File: config.mk
export PLATFORM = sky130hd
export DESIGN_NAME = cw_beacon_keyer
export DESIGN_NICKNAME = d
export VERILOG_FILES = /design/src/rtl/cw_pkg.sv /design/src/rtl/cw_clk_div.sv /design/src/rtl/cw_beacon_keyer.sv
export SDC_FILE = /design/constraint.sdc
export NUM_CORES = 1
export LEC_CHECK = 0
export CELL_PAD_IN_SITES_DETAIL_PLACEMENT = 2
export CELL_PAD_IN_SITES_GLOBAL_PLACEMENT = 2
export CORE_MARGIN = 2
export CORE_UTILIZATION = 44
export CTS_CLUSTER_DIAMETER = 40
export DETAILED_ROUTE_END_ITERATION = 16
export DONT_BUFFER_PORTS = 1
export GPL_ROUTABILITY_DRIVEN = 0
export PLACE_DENSITY = 0.94
export SYNTH_ARGS = -nofsm -noshare
export SYNTH_HDL_FRONTEND = slang
export SYNTH_SLANG_ARGS = --single-unit
File: constraint.sdc
create_clock -name clk -period 6.55 [get_ports clk]
set_clock_uncertainty 0.2 [all_clocks]
set_input_delay 0.3275 -clock clk [delete_from_list [all_inputs] [get_ports clk]]
set_output_delay 0.3275 -clock clk [all_outputs]
set_load 0.01 [all_outputs]
File: src/rtl/cw_pkg.sv
// Shared types and timing constants for the CW beacon keyer: Morse symbol
// codes, sequencer states and the unit counts each symbol occupies.
package cw_pkg;

    typedef enum logic [1:0] {
        SYM_DOT  = 2'b00,
        SYM_DASH = 2'b01,
        SYM_LGAP = 2'b10,
        SYM_WGAP = 2'b11
    } sym_e;

    typedef enum logic [2:0] {
        ST_IDLE,
        ST_FETCH,
        ST_MARK,
        ST_SPACE,
        ST_NEXT,
        ST_END,
        ST_PAUSE
    } state_e;

    localparam logic [2:0] DOT_UNITS      = 3'd1;
    localparam logic [2:0] DASH_UNITS     = 3'd3;
    localparam logic [2:0] ELEM_GAP_UNITS = 3'd1;
    localparam logic [2:0] LGAP_UNITS     = 3'd2;
    localparam logic [2:0] WGAP_UNITS     = 3'd6;

    // Units of the first timed phase of a symbol: mark length for dot/dash,
    // silence length for the gap symbols.
    function automatic logic [2:0] sym_units(input sym_e sym);
        case (sym)
            SYM_DOT:  return DOT_UNITS;
            SYM_DASH: return DASH_UNITS;
            SYM_LGAP: return LGAP_UNITS;
            default:  return WGAP_UNITS;
        endcase
    endfunction

    function automatic logic sym_is_mark(input sym_e sym);
        return (sym == SYM_DOT) || (sym == SYM_DASH);
    endfunction

endpackage

File: src/rtl/cw_clk_div.sv
// Free-running toggle divider: the output flips every HALF clock cycles.
// o_out_nxt exposes the value o_out takes after the coming edge.
module cw_clk_div #(
    parameter int HALF = 2
) (
    input  logic clk,
    input  logic rst_n,
    output logic o_out,
    output logic o_out_nxt
);

    localparam int               CNT_W    = (HALF > 1) ? $clog2(HALF) : 1;
    localparam logic [CNT_W-1:0] CNT_LAST = CNT_W'(HALF - 1);

    logic [CNT_W-1:0] r_cnt;
    logic             r_out;
    logic             w_wrap;

    assign w_wrap    = (r_cnt == CNT_LAST);
    assign o_out_nxt = w_wrap ? ~r_out : r_out;
    assign o_out     = r_out;

    // NOTE: state registers use <= so every flop samples pre-edge values.
    always_ff @(posedge clk or negedge rst_n) begin
        if (!rst_n) begin
            r_cnt <= '0;
            r_out <= 1'b0;
        end else begin
            r_cnt <= w_wrap ? '0 : r_cnt + 1'b1;
            r_out <= o_out_nxt;
        end
    end

endmodule

File: src/rtl/cw_beacon_keyer.sv
// Morse beacon message sequencer: steps through MESSAGE symbol by symbol in
// dot-length units, with start/busy/done handshake, auto-repeat and abort.
module cw_beacon_keyer
    import cw_pkg::*;
#(
    parameter int                   DOT_CLKS     = 4096,
    parameter int                   TONE_HALF    = 8192,
    parameter int                   RF_HALF      = 16,
    parameter int                   MSG_LEN      = 4,
    parameter logic [2*MSG_LEN-1:0] MESSAGE      = 8'hE4,
    parameter int                   REPEAT_UNITS = 14,
    parameter int                   MCW          = 1
) (
    input  logic clk,
    input  logic rst_n,
    input  logic enable,
    input  logic start,
    input  logic repeat_en,
    output logic busy,
    output logic done,
    output logic key_out,
    output logic tone_out,
    output logic rf_out,
    output logic [((MSG_LEN > 1) ? $clog2(MSG_LEN) : 1)-1:0] sym_idx
);

    localparam int IDX_W     = (MSG_LEN > 1) ? $clog2(MSG_LEN) : 1;
    localparam int UNIT_W    = $clog2(DOT_CLKS);
    localparam int UNITS_MAX = (REPEAT_UNITS > 6) ? REPEAT_UNITS : 6;
    localparam int UNITS_W   = $clog2(UNITS_MAX + 1);

    localparam logic [UNIT_W-1:0] UNIT_LAST = UNIT_W'(DOT_CLKS - 1);
    localparam logic [IDX_W-1:0]  IDX_LAST  = IDX_W'(MSG_LEN - 1);

    state_e             r_state, w_state_nxt;
    logic [UNIT_W-1:0]  r_unit,  w_unit_nxt;
    logic [UNITS_W-1:0] r_units, w_units_nxt;
    logic [IDX_W-1:0]   r_idx,   w_idx_nxt;
    logic               w_done_nxt;
    logic               r_busy, r_done, r_key, r_rf;
    logic               w_tone, w_tone_nxt, w_rf_ph, w_rf_ph_nxt;
    logic               w_key_nxt, w_unit_end;
    sym_e               w_sym;

    cw_clk_div #(.HALF(TONE_HALF)) u_tone_div (
        .clk       (clk),
        .rst_n     (rst_n),
        .o_out     (w_tone),
        .o_out_nxt (w_tone_nxt)
    );

    cw_clk_div #(.HALF(RF_HALF)) u_rf_div (
        .clk       (clk),
        .rst_n     (rst_n),
        .o_out     (w_rf_ph),
        .o_out_nxt (w_rf_ph_nxt)
    );

    assign w_sym      = sym_e'(MESSAGE[2*r_idx +: 2]);
    assign w_unit_end = (r_unit == UNIT_LAST);

    // NOTE: every variable gets a default first so no path can infer a latch.
    always_comb begin
        w_state_nxt = r_state;
        w_unit_nxt  = r_unit;
        w_units_nxt = r_units;
        w_idx_nxt   = r_idx;
        w_done_nxt  = 1'b0;

        if (!enable) begin
            w_state_nxt = ST_IDLE;
            w_unit_nxt  = '0;
            w_units_nxt = '0;
            w_idx_nxt   = '0;
        end else begin
            case (r_state)
                ST_IDLE: begin
                    if (start) begin
                        w_state_nxt = ST_FETCH;
                        w_idx_nxt   = '0;
                    end
                end
                ST_FETCH: begin
                    w_unit_nxt  = '0;
                    w_units_nxt = UNITS_W'(sym_units(w_sym) - 3'd1);
                    w_state_nxt = sym_is_mark(w_sym) ? ST_MARK : ST_SPACE;
                end
                ST_MARK, ST_SPACE, ST_PAUSE: begin
                    // r_units holds the units still to run after the current one.
                    if (!w_unit_end) begin
                        w_unit_nxt = r_unit + 1'b1;
                    end else begin
                        w_unit_nxt = '0;
                        if (r_units != '0) begin
                            w_units_nxt = r_units - 1'b1;
                        end else if (r_state == ST_MARK) begin
                            w_state_nxt = ST_SPACE;
                            w_units_nxt = UNITS_W'(ELEM_GAP_UNITS - 3'd1);
                        end else if (r_state == ST_SPACE) begin
                            w_state_nxt = ST_NEXT;
                        end else begin
                            w_state_nxt = ST_FETCH;
                            w_idx_nxt   = '0;
                        end
                    end
                end
                ST_NEXT: begin
                    if (r_idx == IDX_LAST) begin
                        w_state_nxt = ST_END;
                    end else begin
                        w_state_nxt = ST_FETCH;
                        w_idx_nxt   = r_idx + 1'b1;
                    end
                end
                ST_END: begin
                    if (!repeat_en) begin
                        w_state_nxt = ST_IDLE;
                        w_idx_nxt   = '0;
                        w_done_nxt  = 1'b1;
                    end else if (REPEAT_UNITS == 0) begin
                        w_state_nxt = ST_FETCH;
                        w_idx_nxt   = '0;
                    end else begin
                        w_state_nxt = ST_PAUSE;
                        w_unit_nxt  = '0;
                        w_units_nxt = UNITS_W'(REPEAT_UNITS - 1);
                    end
                end
                default: begin
                    w_state_nxt = ST_IDLE;
                    w_idx_nxt   = '0;
                end
            endcase
        end
    end

    // Key and carrier are registered from the same next state so they align.
    assign w_key_nxt = (w_state_nxt == ST_MARK);

    always_ff @(posedge clk or negedge rst_n) begin
        if (!rst_n) begin
            r_state <= ST_IDLE;
            r_unit  <= '0;
            r_units <= '0;
            r_idx   <= '0;
            r_busy  <= 1'b0;
            r_done  <= 1'b0;
            r_key   <= 1'b0;
            r_rf    <= 1'b0;
        end else begin
            r_state <= w_state_nxt;
            r_unit  <= w_unit_nxt;
            r_units <= w_units_nxt;
            r_idx   <= w_idx_nxt;
            r_busy  <= (w_state_nxt != ST_IDLE);
            r_done  <= w_done_nxt;
            r_key   <= w_key_nxt;
            r_rf    <= w_key_nxt & w_rf_ph_nxt & ((MCW != 0) ? w_tone_nxt : 1'b1);
        end
    end

    assign busy     = r_busy;
    assign done     = r_done;
    assign key_out  = r_key;
    assign tone_out = w_tone;
    assign rf_out   = r_rf;
    assign sym_idx  = r_idx;

endmodule

; Word-level counts from Yosys, hierarchy flattened
; Cells that the tools add are included.
[word_totals]
regBits = 44
inputBits = 5
elab_cells = 95
[classes]
n_reduce_logical = 9
bitwise = 4
mux = 39
n_eq_ne = 24
shift = 1
add_sub_neg = 6
[op_table]
columns = operator, count
row1 = 12-bit two-way mux, 3
row2 = 12-bit one-hot mux with 3 select lines, 1
row3 = 3-bit two-way mux, 10
row4 = 4-bit two-way mux, 6
row5 = "3-bit != test, second input constant", 8
row6 = 2-bit two-way mux, 8
row7 = 3-bit one-hot mux with 5 select lines, 1
row8 = "13-bit by 1-bit adder with 13-bit output, second input constant", 1
row9 = "13-bit == test, second input constant", 1
row10 = 13-bit two-way mux, 1
row11 = "12-bit by 1-bit adder with 12-bit output, second input constant", 1
row12 = "12-bit == test, second input constant", 1
row13 = 4-bit one-hot mux with 3 select lines, 1
row14 = 2-bit one-hot mux with 5 select lines, 1
row15 = "3-bit by 2-bit == test with 1-bit output, second input constant", 3
row16 = "3-bit == test, second input constant", 3
row17 = 3-bit one-hot mux with 3 select lines, 1
row18 = 8-bit AND reduction, 1
row19 = "8-bit by 4-bit indexed part select with 2-bit output, first input constant", 1
row20 = 1-bit two-way mux, 6
row21 = "4-bit by 1-bit adder with 4-bit output, second input constant", 1
row22 = "2-bit == test, second input constant", 2
row23 = "4-bit == test, second input constant", 1
row24 = "4-bit by 1-bit != test with 1-bit output, second input constant", 1
row25 = 17 further kinds, 19

; Logic depth before layout (Yosys ltp)
[logic_depth]
depth_word = 10
ltp_mapped = 7
ltp_nobuf = 7

; Modules after synthesis
; A second synthesis with hierarchy kept.
[hier_totals]
hier_cells = 247
area_unflattened_um2 = 2453.6
[modules_own_cells]
columns = module, instances, area_each_um2, cells_per_inst
row1 = cw_beacon_keyer, 1, 1620.3, 177
row2 = cw_clk_div (u_tone_div), 1, 630.6, 55
row3 = cw_clk_div (u_rf_div), 1, 202.7, 15

; Worst setup path after synthesis
; OpenSTA, ideal clock, no wires.
[synth_timing]
kind = register -> register
start = reg r_unit[0]
end = reg r_busy (netlist: busy)
path_slack_ns = 4.178
required_time_ns = 6.219
stages_incl_launch_ff = 7
arrival_time_ns = 2.041
setup_time_ns = 0.131
synth_period_minus_slack_ns = 2.372
path_cell_list = dfrtp_1 > ha_1 > nand3_2 > nor4_4 > a31oi_2 > o311a_1 > or3_1
[synth_via]
elab_chain_len = 5
[synth_lines]
columns = item, line_no
row1 = from (decl), cw_beacon_keyer.sv:36  ; logic [UNIT_W-1:0] r_unit, w_unit_nxt;
row2 = from (signal assigned), cw_beacon_keyer.sv:152  ; r_unit <= w_unit_nxt;
row3 = 12-bit == test, cw_beacon_keyer.sv:60  ; assign w_unit_end = (r_unit == UNIT_LAST);
row4 = 3-bit two-way mux, cw_beacon_keyer.sv:90  ; if (!w_unit_end) begin
row5 = 3-bit one-hot mux with 5 select lines, cw_beacon_keyer.sv:76  ; case (r_state)
row6 = 3-bit two-way mux, cw_beacon_keyer.sv:70  ; if (!enable) begin
row7 = named net w_state_nxt[0], cw_beacon_keyer.sv:35  ; state_e r_state, w_state_nxt;
row8 = 3-bit nonzero test, cw_beacon_keyer.sv:155  ; r_busy <= (w_state_nxt != ST_IDLE);
row9 = to (signal assigned), cw_beacon_keyer.sv:155
row10 = to (decl), cw_beacon_keyer.sv:40  ; logic r_busy, r_done, r_key, r_rf;
; The timed path passes the listed nets, and every way through them passes these cells.
; A chain may end at the register's enable or synchronous reset.

; Worst setup path in the final report
[layout_timing]
start = reg r_state[0]
end = reg r_idx[0] (netlist: sym_idx[0])
[layout_via]
elab_chain_len = 4
[layout_lines]
columns = item, line_no
row1 = from (decl), cw_beacon_keyer.sv:35
row2 = from (signal assigned), cw_beacon_keyer.sv:151  ; r_state <= w_state_nxt;
row3 = 3-bit by 2-bit == test with 1-bit output (tied with other cells), "cw_beacon_keyer.sv:76, cw_beacon_keyer.sv:96"
row4 = 3-bit OR reduction, cw_beacon_keyer.sv:76
row5 = 3-bit != test (no source line) or 2-bit one-hot mux with 5 select lines (tied branches), --
row6 = 8-bit AND reduction (no source line) or 2-bit two-way mux (tied branches), --
row7 = to (signal assigned), cw_beacon_keyer.sv:154  ; r_idx <= w_idx_nxt;
row8 = to (decl), cw_beacon_keyer.sv:38  ; logic [IDX_W-1:0] r_idx, w_idx_nxt;
; Parallel ways exist; a longest one is shown, timed or not.

==> results.py <==
metrics = {
    "placed_design": {
        "dp.cells": 306,
        "dp_hpwl_mm": 4.55,
        "buffer_ports.inserted": 0,
    },
    "final_layout": {
        "syn2layout_area_growth_pct": 9.30,
        "fin_cells": 318,
        "layout_common_cells": "dfrtp_1 (44), nor2_1 (21), nand2_1 (19), o21ai_0 (17), nand3_1 (12)",
        "drive_above_1_share_pct": 8.87,
        "nets": 260,
        "insertedDiodeCount": 0,
        "final_common_cell": "dfrtp_1",
    },
    "synth": {
        "avgSynthCellArea_um2": 9.77,
        "netlist_instances": 245,
        "synth-main-ff-cell": "dfrtp_1",
        "synthDominantCellAreaShare_pct": 46.0,
        "ys_seq_area_share_pct": 46.0,
        "synthTopCellsByArea": "dfrtp_1 (46%), ha_1 (4.2%), o21ai_0 (3.6%)",
        "synth-edff-count": 0,
        "ys.warnings.count": 0,
        "synth_area_um2": 2390,
        "syn_nets": 258,
        "synth_seq_cells": 44,
        "synth-async-reset-ratio_pct": 100,
        "yosysUniqueCellTypes": 51,
        "yosysTopAreaCell": "dfrtp_1",
    },
    "timing": {
        "slew_violations": 0,
        "setup_viol": 0,
        "max_freq_ghz": 0.350,
        "timing.final.crit_share_pct": 43.6,
        "grt_setup_unrepaired": "false",
        "totalNegativeSetupSlack_ps": 0,
        "tightest_slew_ps": 699,
        "fin_crit_ps": 2850,
        "hold_viol": 0,
        "relSlewSlack_pct": 53.4,
    },
    "detailed_routing": {
        "wl_per_cell_um": 22.0,
        "wl_met3_um": 127,
        "vias": 1930,
        "wl_met2_mm": 3.75,
        "drc": 0,
        "drt-met1-wl_mm": 2.95,
        "drtPass1Iterations": 4,
        "maxUsedRoutingLayer": "met4",
        "first_iter_violations": 83,
        "postRouteAntennaNets": 0,
        "vias_per_cell": 6.07,
        "wirelength_mm": 7.01,
    },
    "setup_path": {
        "worstPathArrival_ps": 2840,
        "path_cells": "nand2_1 -> nand3_1 -> nor2_1 -> a31oi_1 -> mux2_1",
        "cp.required_ps": 6540,
        "endpoint_kind": "flop",
        "critical_path_class": "reg -> reg",
        "worst_setup_path_start_kind": "flop",
        "slowest_stage": "dfrtp_1",
        "path_max_fanout": 17,
        "slowest_delay_ps": 590,
    },
    "job": {
        "cap_viol_max_count": 0,
    },
    "floorplanning": {
        "initial_core_util_pct": 46.3,
        "fp-row-count": 26,
        "die_area_um2": 6050,
        "core_um2": 5170,
        "die_y_um": 77.8,
        "ios": 12,
        "die_w_um": 77.8,
    },
    "clock_tree": {
        "cts_tree": "yes",
        "insertion_delay_ps": 310,
        "htreeDepth": 2,
        "cts.sinks": 44,
        "clockRootBuffer": "clkbuf_8",
        "cts_resized": 0,
        "cts_buffer_depth": 2,
        "numCtsBuffers": 5,
        "ctsHoldBuffers": 4,
        "post-cts-setup-buffer-count": 0,
        "clk_pin_slew_worst_paths_ps": 90,
    },
    "global_route": {
        "antenna_found_initial": 0,
        "grt_max_degree": 45,
        "overflow": 0,
        "grt_pass1_vias": 2192,
        "grt_usage_pct": 25.7,
        "grt_pass1_wl_mm": 11.9,
    },
    "min_path": {
        "hold_path.class": "in -> reg",
    },
    "power": {
        "p_leak_uw": 0.00114,
        "power_uw": 592,
        "ir_worst_vdd_uv": 102,
        "p_per_area_nw_per_um2": 226,
    },
    "outcome": {
        "status": "finished clean",
    },
}
==> flip-flops by register name (all words and copies together) (netlist names) <==
name              count
done                  1
u_rf_div.o_out        1
u_rf_div.r_cnt        4
rf_out                1
r_units               4
u_tone_div.o_out      1
u_tone_div.r_cnt     13
r_unit               12
busy                  1
sym_idx               2
key_out               1
r_state               3
==> power breakdown <==
group | switching [uW] | internal (uW)
Sequential | 17.5 | 278
Clock | 105 | 115
Combinational | 46.2 | 29.7
Total | 168 | 423
==> worst max-delay path, delay by kind of cell, from the launching register on <==
kind	cells	cell delay [ps]
AOI/OAI and AO/OA	1	140
DFF	1	590
muxes	1	340
and+or+nand+nor	3	1470
==> metrics by stage <==
step	worst slack, ps	utilization (%)	instance area, um^2	hold slack (ps)
after floorplan	4180	-	2390	-168
after global placement	3920	47.2	2440	-167
after detailed placement	3700	47.2	2440	-167
after CTS	3680	50.6	2620	13.4
after global routing	3440	50.6	2620	12.7
final	3700	50.6	2620	14.5
==> synth_stat cells, types with 3 or more instances <==
library cell  number
and2_1             4
a21oi_1            5
ha_1               8
o31ai_1            3
o21ai_0           17
inv_1             10
nor2b_1            7
mux2_2             3
a22o_1             3
or3_1              5
a31oi_1            3
a211oi_1           5
and3_1             3
nand3_1           12
xnor2_1            9
nand2_1           19
o41ai_1            3
clkbuf_1           8
nor2_1            21
dfrtp_1           44
nand4_1            4
xor2_1             8
nor3_1             7
==> routing by layer <==
metal,track usage (%),vias to the layer above
met1,31.1,1006
met2,45.9,20
met3,4.53,15
li1,-,889
met5,0,-
met4,8.75,0
==> cell families after synthesis <==
group                      count (synthesis)  share of synthesized area (%)
xor gates and xnor gates                  17                           6.22
muxes                                      6                           2.72
AOI/OAI and AO/OA                         53                           15.1
DFF                                       44                           46.0
and+or+nand+nor                           98                           22.7
adders and majority gates                  8                           4.18
buffers and inverters                     19                           3.14
==> path summary, 6_finish.rpt <==
kind	start	to	slack, ps	cells after the start
min in group asynchronous	rst_n	u_tone_div.r_cnt[6]	320	2
max	r_state[0]	sym_idx[0]	3700	5
max in group asynchronous	rst_n	sym_idx[1]	5620	2
min	enable	r_state[1]	10	2
max reg2reg	r_state[0]	sym_idx[0]	3700	5
min reg2reg	u_tone_div.r_cnt[12]	u_tone_div.r_cnt[12]	270	1
==> area by class of cell <==
| class | count | area (um^2) |
|---|---|---|
| clock buffers | 5 | 68.8 |
| flip-flops and latches | 44 | 1100 |
| inverters | 10 | 37.5 |
| fillers | 529 | 2560 |
| clock inverters | 3 | 46.3 |
| well taps | 70 | 87.6 |
| repair buffers | 4 | 57.6 |
| multi-input cells | 182 | 1220 |
(Power assumes the default switching activity.)
